$ cat config.mk
export PLATFORM = sky130hd
export DESIGN_NAME = uart_tx_serializer
export DESIGN_NICKNAME = d
export VERILOG_FILES = /design/src/rtl/uart_tx_serializer.sv
export SDC_FILE = /design/constraint.sdc
export NUM_CORES = 1
export LEC_CHECK = 0
export CAP_MARGIN = 10
export CORE_MARGIN = 1.5
export CORE_UTILIZATION = 35
export DETAILED_ROUTE_END_ITERATION = 8
export SLEW_MARGIN = 25
export SYNTH_ARGS = -nofsm -noshare
export SYNTH_HDL_FRONTEND = slang
export SYNTH_SLANG_ARGS = --single-unit
$ cat constraint.sdc
create_clock -name i_clk -period 1.5 [get_ports i_clk]
set_input_delay 0.15 -clock i_clk [delete_from_list [all_inputs] [get_ports i_clk]]
set_output_delay 0.15 -clock i_clk [all_outputs]
set_load 0.05 [all_outputs]
$ cat src/rtl/uart_tx_serializer.sv
// UART transmit serializer: one i_clk cycle per bit, frame = start, data LSB-first,
// optional parity, stop bit(s). All outputs are registered.
module uart_tx_serializer #(
    parameter int DATA_WIDTH = 8,
    parameter int STOP_BITS  = 1
) (
    input  logic                  i_clk,
    input  logic                  i_rst,
    input  logic                  i_data_valid,
    input  logic [DATA_WIDTH-1:0] i_p_data,
    input  logic                  i_par_en,
    input  logic                  i_par_typ,
    output logic                  o_tx_out,
    output logic                  o_busy,
    output logic                  o_done
);

    localparam int CNT_W = $clog2(DATA_WIDTH + 1);
    localparam logic [CNT_W-1:0] LAST_DATA = CNT_W'(DATA_WIDTH - 1);
    localparam logic [CNT_W-1:0] LAST_STOP = CNT_W'(STOP_BITS - 1);

    typedef enum logic [2:0] {
        IDLE   = 3'd0,
        START  = 3'd1,
        DATA   = 3'd2,
        PARITY = 3'd3,
        STOP   = 3'd4
    } state_t;

    state_t                state_q, state_d;
    logic [DATA_WIDTH-1:0] shift_q, shift_d;
    logic [CNT_W-1:0]      cnt_q, cnt_d;
    logic                  par_en_q, par_en_d;
    logic                  par_bit_q, par_bit_d;
    logic                  tx_q, tx_d;
    logic                  busy_q, busy_d;
    logic                  done_q, done_d;

    always_ff @(posedge i_clk) begin
        if (i_rst) begin
            state_q   <= IDLE;
            shift_q   <= '0;
            cnt_q     <= '0;
            par_en_q  <= 1'b0;
            par_bit_q <= 1'b0;
            tx_q      <= 1'b1;
            busy_q    <= 1'b0;
            done_q    <= 1'b0;
        end else begin
            state_q   <= state_d;
            shift_q   <= shift_d;
            cnt_q     <= cnt_d;
            par_en_q  <= par_en_d;
            par_bit_q <= par_bit_d;
            tx_q      <= tx_d;
            busy_q    <= busy_d;
            done_q    <= done_d;
        end
    end

    // The bit counter is shared: it indexes data bits, then counts stop bits.
    always_comb begin
        state_d   = state_q;
        shift_d   = shift_q;
        cnt_d     = cnt_q;
        par_en_d  = par_en_q;
        par_bit_d = par_bit_q;
        case (state_q)
            IDLE: begin
                if (i_data_valid) begin
                    state_d   = START;
                    shift_d   = i_p_data;
                    par_en_d  = i_par_en;
                    par_bit_d = (^i_p_data) ^ i_par_typ;
                end
            end
            START: state_d = DATA;
            DATA: begin
                if (cnt_q == LAST_DATA) begin
                    cnt_d   = '0;
                    state_d = par_en_q ? PARITY : STOP;
                end else begin
                    cnt_d   = cnt_q + 1'b1;
                    shift_d = {1'b0, shift_q[DATA_WIDTH-1:1]};
                end
            end
            PARITY: state_d = STOP;
            STOP: begin
                if (cnt_q == LAST_STOP) begin
                    cnt_d   = '0;
                    state_d = IDLE;
                end else begin
                    cnt_d = cnt_q + 1'b1;
                end
            end
            default: state_d = IDLE;
        endcase
    end

    // Outputs are decoded from the next state so the registered line lands on the same edge.
    always_comb begin
        tx_d   = 1'b1;
        busy_d = (state_d != IDLE);
        done_d = (state_q == STOP) && (state_d == IDLE);
        case (state_d)
            START:   tx_d = 1'b0;
            DATA:    tx_d = shift_d[0];
            PARITY:  tx_d = par_bit_q;
            default: tx_d = 1'b1;
        endcase
    end

    assign o_tx_out = tx_q;
    assign o_busy   = busy_q;
    assign o_done   = done_q;

endmodule

### Yosys cells after proc, flatten, opt, wreduce, memory -nomap -nowiden

Index checks and enable logic that the tools add are counted.

* add/subtract/negate cells: 1
* equality and inequality tests: 10
* multiplexer cells: 12
* bitwise operators: 1
* reductions and logical operators: 10

Operators by type and width (count)
* $mux 8: 2
* $pmux 8 s2: 1
* $pmux 3 s5: 1
* $eq 3x2->1 const B: 4
* $mux 3: 4
* $mux 4: 2
* $pmux 4 s2: 1
* $reduce_xor 8->1: 1
* $eq 3x1->1 const B: 2
* $logic_not 3->1: 2
* $add 4x1->4 const B: 1
* $eq 4x3->1 const B: 1
* $logic_not 4->1: 1
* $ne 2x2->1 const B: 2
* $reduce_bool 2->1: 2
* $eq 3x3->1 const B: 1
* $pmux 1 s3: 1
* $reduce_and 3->1: 1
* $reduce_bool 3->1: 1
* $reduce_and 2->1: 1
* $logic_and 1x1->1: 1
* $xor 1x1->1: 1

* register bits after elaboration: 20
* bits of input ports: 13
* output and inout port bits: 3
* word-level logic and storage cells: 43

### Longest topological paths before layout

Gate-level depths: netlist (run 1).

* depth in word-level cells: 5
* gate-level depth with buffers: 7
* gate-level depth less buffers: 7

### Worst setup path before layout (run 1)

No wires, ideal clock.

* path type: register to register
* start: register cnt_q[0]
* end: register tx_q (netlist: o_tx_out)
* library setup time: 0.128 ns
* data arrival time: 1.399 ns
* data required time: 1.372 ns
* setup slack: -0.027 ns
* cell stages (with the launch flop): 7
* path buffers: 0
* period minus slack after synthesis: 1.527 ns
* cells stage by stage: dfxtp_1 ha_1 nand3b_1 mux2_1 o211ai_2 and3_1 o211ai_1

* cells in the longest elaborated chain, start to end: 5
* elaborated cells on any way between the ends: 11
* those cells by class: eq/ne: 4; mux: 6; reduce/logical: 1

Ends and longest elaborated chain
* start, declared: RTL line 32 `logic [CNT_W-1:0] cnt_q, cnt_d;`
* start signal, assigned: RTL line 52 `cnt_q <= cnt_d;`
* $eq 4x3->1 or $logic_not 4->1 (tied branches): RTL line 79, 89
* $mux 3, on equally long branches: RTL line 79, 89
* $pmux 3 s5: RTL line 68 `case (state_q)`
* $eq 3x2->1 or $eq 3x1->1 (tied branches): RTL line 105 `case (state_d)`
* $pmux 1 s3 (*): RTL line 105
* end signal, assigned: RTL line 55 `tx_q <= tx_d;`
* end, declared: RTL line 35 `logic tx_q, tx_d;`

Mark *: on every way between the ends. The rest lies on a longest branch, timed or not. The select of a mux whose other input is x is not followed.
A chain may end at the register's enable or synchronous reset.

### Worst setup path after layout (run 1)

Ends and elaborated chain as after synthesis.

==> impl_metrics.env, run 1 <==
export IMPL_run_status="complete, but fails checks"
export IMPL_violations="negative setup slack"
export IMPL_grt_busiest_layer="met2"
export IMPL_cts_sinks=20
export IMPL_antenna_cells=0
export IMPL_cts_buffer_depth=2
export IMPL_vias=894
export IMPL_power_internal_mw=1.013
export IMPL_place_congestion=0.7558
export IMPL_placed_cell_area_sq_um=1306
export IMPL_cts_tree="done"
export IMPL_grt_setup_unrepaired="true"
export IMPL_crit_required_ns=1.69
export IMPL_cp_startpoint="cnt_q[0]$_SDFFE_PP0P_"
export IMPL_routed_wl_um=2220
export IMPL_p_leak_nw=0.5729
export IMPL_hold_path_class="input pin to flop"
export IMPL_yosysSeqAreaShare_pct=38.83
export IMPL_p_seq_share_pct=44.0
export IMPL_final_cell_mix="18 x dfxtp_1, 18 x buf_4, 13 x nor2_1"
export IMPL_avgViaCountPerCell=5.138
export IMPL_route_detailed_drc=0
export IMPL_io_buffers=15
export IMPL_synth_main_ff_cell="dfxtp_1"
export IMPL_rows=19
export IMPL_setup_slack_ns=-0.1066
export IMPL_grt_max_degree=20
export IMPL_synth_edf_count=0
export IMPL_crit_cells=6
export IMPL_synth_seq_cells=20
export IMPL_critical_path_cell_chain="ha_4 -> nand3b_1 -> mux2_4 -> o211ai_2 -> and3_4 -> o211ai_1"
export IMPL_synth_cells=112
export IMPL_worstMarginPinSlew_ns=0.3219
export IMPL_synth_top_area_share_pct=38.83
export IMPL_met3_usage_pct=2.268
export IMPL_instances_no_fill=174
export IMPL_slowest_stage="dfxtp_2"
export IMPL_drv_cap=0
export IMPL_design_core_area_sq_um=2781
export IMPL_multi_input_area_sq_um=619.3
export IMPL_synth_area_top_cells="dfxtp_1 39%, xnor2_1 5.9%, nor2_1 4.7%"
export IMPL_setup_viol=9
export IMPL_relSlewSlack_pct=78.51
export IMPL_min_delay_path_depth=3
export IMPL_fin_crit_ns=1.607
export IMPL_antenna_left=0
export IMPL_drt_iter0_markers=9
export IMPL_routedWlPerCell_um=12.76
export IMPL_io_pin_count=16
export IMPL_startpoint_type="flop"
export IMPL_register_area_sq_um=402.9
export IMPL_met2_usage_pct=27.26
export IMPL_clk_pin_slew_ns=0.12
export IMPL_initial_core_util_pct=37.07
export IMPL_gr_total_overflow=0
export IMPL_grt_pass1_wl_um=3891
export IMPL_fmax_mhz=622.4
export IMPL_crit_type="flop to flop"
export IMPL_synthDistinctLibCells=36
export IMPL_clockPowerShare_pct=32.2
export IMPL_antenna_found_initial=0
export IMPL_critPathMaxFanout=5
export IMPL_grt_pass1_vias=908
export IMPL_dp_slack_ns=-0.1550
export IMPL_synth_warnings=0
export IMPL_syn_area_sq_um=1031
export IMPL_critPathBufInv=0
export IMPL_finalPower_mw=1.365
export IMPL_fillers=273
export IMPL_synth_avg_cell_area_sq_um=9.205
export IMPL_netSwitchingPower_uw=352.6
export IMPL_cpPeakStageDelay_ns=0.37
export IMPL_dp_cells=166
export IMPL_fp_dieArea_sq_um=3280
export IMPL_clock_latency_ns=0.31
export IMPL_yosysTopAreaCell="dfxtp_1"
export IMPL_met1_usage_pct=18.50
export IMPL_hpwl_um=1629
export IMPL_clockRootBuffer="clkbuf_4"
export IMPL_async_flop_share_pct=0
export IMPL_power_density_nw_per_um2=956.4
export IMPL_hold_violations=0
export IMPL_final_nets=159
export IMPL_pwr_share_comb_pct=23.8
export IMPL_r2r_cells=6
export IMPL_synth_fp_nets=127
export IMPL_fin_skew_ns=0.006512
export IMPL_die_w_um=57.28
export IMPL_r2r_start="cnt_q[0]$_SDFFE_PP0P_"
export IMPL_finalMaxSlewViolations=0
export IMPL_min_from="i_par_en"
export IMPL_htreeDepth=1
export IMPL_cts_hold_buf=0
export IMPL_finalCritPeriodShare_pct=107.1
export IMPL_finalInstanceArea_sq_um=1428
export IMPL_gr_usage_all_layers_pct=15.46
export IMPL_ir_worst_vdd_mv=0.6171
export IMPL_critical_path_top_delay_family="simple AND/OR/NAND/NOR gates"
export IMPL_die_h_um=57.28
export IMPL_syn2layout_area_growth_pct=38.47
export IMPL_netSwitchingFraction_pct=25.83
export IMPL_drive_gt1_share_pct=31.47
export IMPL_arrival_ns=1.80
export IMPL_critPathCaptureType="flop"
export IMPL_cts_made_buffers=3
export IMPL_firstDrtPassIters=4
## metal layers
metal / share of wire, % / vias up
li1: - / 451
met1: 45 / 420
met2: 49 / 18
met3: 4.4 / 5
met4: 2.3 / 0
met5: 0 / -
## final cells by class
cell class              count  share of cell area [%]
clock buffers               3                   1.578
clock inverters             1                   2.103
multi-input cells          82                   43.38
inverters                   5                   1.315
well taps                  31                   2.717
flip-flops and latches     20                   28.22
repair buffers             32                   20.68
## power by group through the flow
stage | clock network (mW) | logic (mW) | registers [mW]
after floorplan | 0 | 0.189 | 0.626
after global placement | 0 | 0.313 | 0.609
after detailed placement | 0 | 0.318 | 0.610
after CTS | 0.453 | 0.321 | 0.601
after global routing | 0.466 | 0.359 | 0.606
final | 0.440 | 0.325 | 0.600
## metrics by stage
| stage | util [%] | hold WS (ns) | setup TNS (ns) |
|---|---|---|---|
| floorplan | - | 0.2907 | 0 |
| global placement | 46.96 | 0.4479 | -0.5207 |
| detailed placement | 46.96 | 0.4496 | -0.9608 |
| CTS | 50.11 | 0.4455 | -0.2852 |
| global route | 51.33 | 0.4872 | -1.363 |
| finish | 51.33 | 0.4510 | -0.2848 |
## sequential cells by signal, summed over array words and instances (netlist names)
name / flops
cnt_q: 4
o_done: 1
shift_q: 8
par_en_q: 1
state_q: 3
par_bit_q: 1
o_busy: 1
o_tx_out: 1
## synth_stat cells (all sizes together), types with 2 or more instances
| master | count |
|---|---|
| mux2i | 4 |
| and3 | 2 |
| nand2 | 12 |
| nor3b | 3 |
| nor2 | 17 |
| buf | 3 |
| xnor2 | 7 |
| xor2 | 3 |
| o211ai | 2 |
| a21oi | 8 |
| clkbuf | 2 |
| dfxtp | 20 |
| o21ai | 2 |
| a22oi | 6 |
| inv | 5 |
| ha | 2 |
## worst min-delay path: cells and delay by family
family	cells	cell delay, ns
multiplexers	1	0.13
AND/OR/NAND/NOR	1	0.05
buffers and inverters	1	0.39
## logic make-up (layout without fill, tap and decap cells)
| kind of cell | after synthesis | in the layout | share of synthesized area (%) |
|---|---|---|---|
| flops | 20 | 20 | 38.83 |
| xor+xnor | 11 | 11 | 10.68 |
| compound gates | 24 | 24 | 15.78 |
| simple gates | 40 | 40 | 22.21 |
| mux | 5 | 5 | 4.976 |
| buf+inv | 10 | 41 | 5.097 |
| fa+ha+maj | 2 | 2 | 2.427 |
## what timing repair did
action | 4_1_cts | 5_1_grt
endpoints found under the setup margin | 10 | 12
pin swaps | 4 | 4
resized for setup | 5 | 7
setup buffers | 2 | 2
## final timing paths
check	endpoint	slack [ns]
setup / recovery	o_tx_out$_SDFF_PP1_	-0.11
hold / removal	par_en_q$_SDFFE_PP0P_	0.45
setup reg to reg	o_tx_out$_SDFF_PP1_	-0.11
hold reg to reg	shift_q[4]$_SDFFE_PP0P_	0.46
No activity file was read; power rests on OpenSTA's default activity.
==> run 2: changes to the inputs <==
Settings changed: CORE_UTILIZATION 35 to 45, PLACE_DENSITY from default to 0.71.
==> run 2 against run 1 <==
The flow still finishes with violations (negative setup slack). Combinational power barely moved. Sequential share of layout area rose by 1.3 points. First-iteration DRC count rose by 110%. Critical path depth did not move. Total power fell by 9.2%. Design area fell by 4.2%. Count of clock-buffer cells in the layout rose by 1. Critical path type unchanged. Largest power group unchanged.
==> impl_metrics.env, run 2 (synthesized netlist as in run 1, its figures left out) <==
export IMPL_cts_buffer_depth=2
export IMPL_vias=873
export IMPL_grt_busiest_layer="met2"
export IMPL_syn2layout_area_growth_pct=32.65
export IMPL_register_area_sq_um=404.1
export IMPL_grt_max_degree=20
export IMPL_met1_usage_pct=20.93
export IMPL_firstDrtPassIters=4
export IMPL_met3_usage_pct=2.924
export IMPL_drive_gt1_share_pct=25.71
export IMPL_fp_dieArea_sq_um=2587
export IMPL_avgViaCountPerCell=5.196
export IMPL_cts_made_buffers=3
export IMPL_placed_cell_area_sq_um=1310
export IMPL_post_cts_setup_buffer_count=0
export IMPL_routedWlPerCell_um=12.07
export IMPL_crit_type="flop to flop"
export IMPL_arrival_ns=1.75
export IMPL_final_util_pct=62.42
export IMPL_fin_crit_ns=1.545
export IMPL_dp_slack_ns=-0.1550
export IMPL_final_nets=156
export IMPL_worstMarginPinSlew_ns=0.2502
export IMPL_clk_pin_slew_ns=0.12
export IMPL_gr_usage_all_layers_pct=17.97
export IMPL_route_detailed_drc=0
export IMPL_crit_required_ns=1.70
export IMPL_die_w_um=50.87
export IMPL_rows=17
export IMPL_min_delay_path_depth=3
export IMPL_drt_iter0_markers=19
export IMPL_setup_slack_ns=-0.04489
export IMPL_ir_worst_vdd_mv=0.7732
export IMPL_finalPower_mw=1.240
export IMPL_clockRootBuffer="clkbuf_4"
export IMPL_finalCritPeriodShare_pct=103.0
export IMPL_cpPeakStageDelay_ns=0.37
export IMPL_htreeDepth=1
export IMPL_cts_sinks=20
export IMPL_grt_setup_unrepaired="true"
export IMPL_dp_cells=164
export IMPL_design_core_area_sq_um=2191
export IMPL_multi_input_area_sq_um=600.6
export IMPL_initial_core_util_pct=47.06
export IMPL_startpoint_type="flop"
export IMPL_power_density_nw_per_um2=907.0
export IMPL_whs_ns=0.4461
export IMPL_antenna_found_initial=0
export IMPL_r2r_start="cnt_q[1]$_SDFFE_PP0P_"
export IMPL_met2_usage_pct=30.92
export IMPL_hold_violations=0
export IMPL_crit_path_end="o_tx_out$_SDFF_PP1_"
export IMPL_routed_wl_um=2028
export IMPL_violations="negative setup slack"
export IMPL_place_congestion=0.8418
export IMPL_io_pin_count=16
export IMPL_grt_pass1_vias=818
export IMPL_setup_viol=1
export IMPL_hold_path_class="input pin to flop"
export IMPL_finalInstanceArea_sq_um=1368
export IMPL_die_h_um=50.87
export IMPL_fin_skew_ns=0.007248
export IMPL_final_cell_mix="17 x dfxtp_1, 15 x buf_4, 13 x nor2_1"
export IMPL_run_status="complete, but fails checks"
export IMPL_grt_pass1_wl_um=3429
export IMPL_clock_latency_ns=0.31
export IMPL_final_common_cell="dfxtp_1"
export IMPL_cts_hold_buf=0
export IMPL_io_buffers=15
export IMPL_cts_tree="done"
export IMPL_fillers=193
export IMPL_drv_cap=0
export IMPL_largestRegisters="shift_q x8, cnt_q x4, state_q x3"
export IMPL_slowest_stage="dfxtp_2"
export IMPL_antenna_cells=0
export IMPL_critPathMaxFanout=4
export IMPL_critical_path_cell_chain="ha_4 -> nand3b_1 -> mux2_4 -> o211ai_2 -> and3_1 -> o211ai_1"
export IMPL_fmax_mhz=647.3
export IMPL_max_flop_register="shift_q"
export IMPL_p_leak_nw=0.5520
export IMPL_cp_startpoint="cnt_q[1]$_SDFFE_PP0P_"
export IMPL_largest_reg_flops=8
export IMPL_gr_total_overflow=0
export IMPL_r2r_end="o_tx_out$_SDFF_PP1_"
export IMPL_relSlewSlack_pct=83.08
export IMPL_finalMaxSlewViolations=0
export IMPL_instances_no_fill=168
export IMPL_r2r_slack_ns=-0.04
export IMPL_critPathCaptureType="flop"
export IMPL_antenna_left=0
export IMPL_r2r_cells=6
export IMPL_finalSetupTns_ns=-0.04489
export IMPL_hpwl_um=1505
==> run 2: area by class of cell <==
class                      instances  share of cell area [%]
inverter                           5                   1.372
tap                               28                   2.562
multi-input combinational         82                   43.92
timing repair buffer              29                   19.95
sequential                        20                   29.55
clock buffer                       4                   2.653
==> run 2: critical path, delay by kind of cell, from the launching register on <==
kind                     cells  cell delay, ns
multiplexers                 1            0.34
AND/OR/NAND/NOR              2            0.35
adder cells (fa/ha/maj)      1            0.13
AO/OA/AOI/OAI                2            0.25
flip-flops                   1            0.37
==> run 2: worst min path at each step <==
stage | end | slack [ns] | start
2_1_floorplan | shift_q[7]$_SDFFE_PP0P_ | 0.29 | i_p_data[7]
3_3_place_gp | shift_q[2]$_SDFFE_PP0P_ | 0.45 | shift_q[2]$_SDFFE_PP0P_
3_5_place_dp | shift_q[5]$_SDFFE_PP0P_ | 0.45 | shift_q[5]$_SDFFE_PP0P_
4_1_cts | par_en_q$_SDFFE_PP0P_ | 0.44 | i_par_en
5_1_grt | shift_q[5]$_SDFFE_PP0P_ | 0.48 | shift_q[5]$_SDFFE_PP0P_
6_report | par_en_q$_SDFFE_PP0P_ | 0.45 | i_par_en
==> run 2: where the power goes <==
| group | internal (mW) | total (mW) | leakage (nW) | switching (mW) |
|---|---|---|---|---|
| logic | 0.174 | 0.323 | 0.366 | 0.150 |
| registers | 0.570 | 0.598 | 0.165 | 0.0275 |
| clock network | 0.148 | 0.320 | 0.0210 | 0.171 |
==> run 2: layer usage <==
metal,vias up,wire length (um)
li1,443,-
met1,398,915
met2,26,957
met5,-,0
met4,0,52
met3,6,103
==> run 2: what timing repair did <==
| item | CTS | global route |
|---|---|---|
| pin swaps | 4 | 4 |
| endpoints found under the setup margin | 9 | 11 |
| gates resized for setup | 4 | 2 |
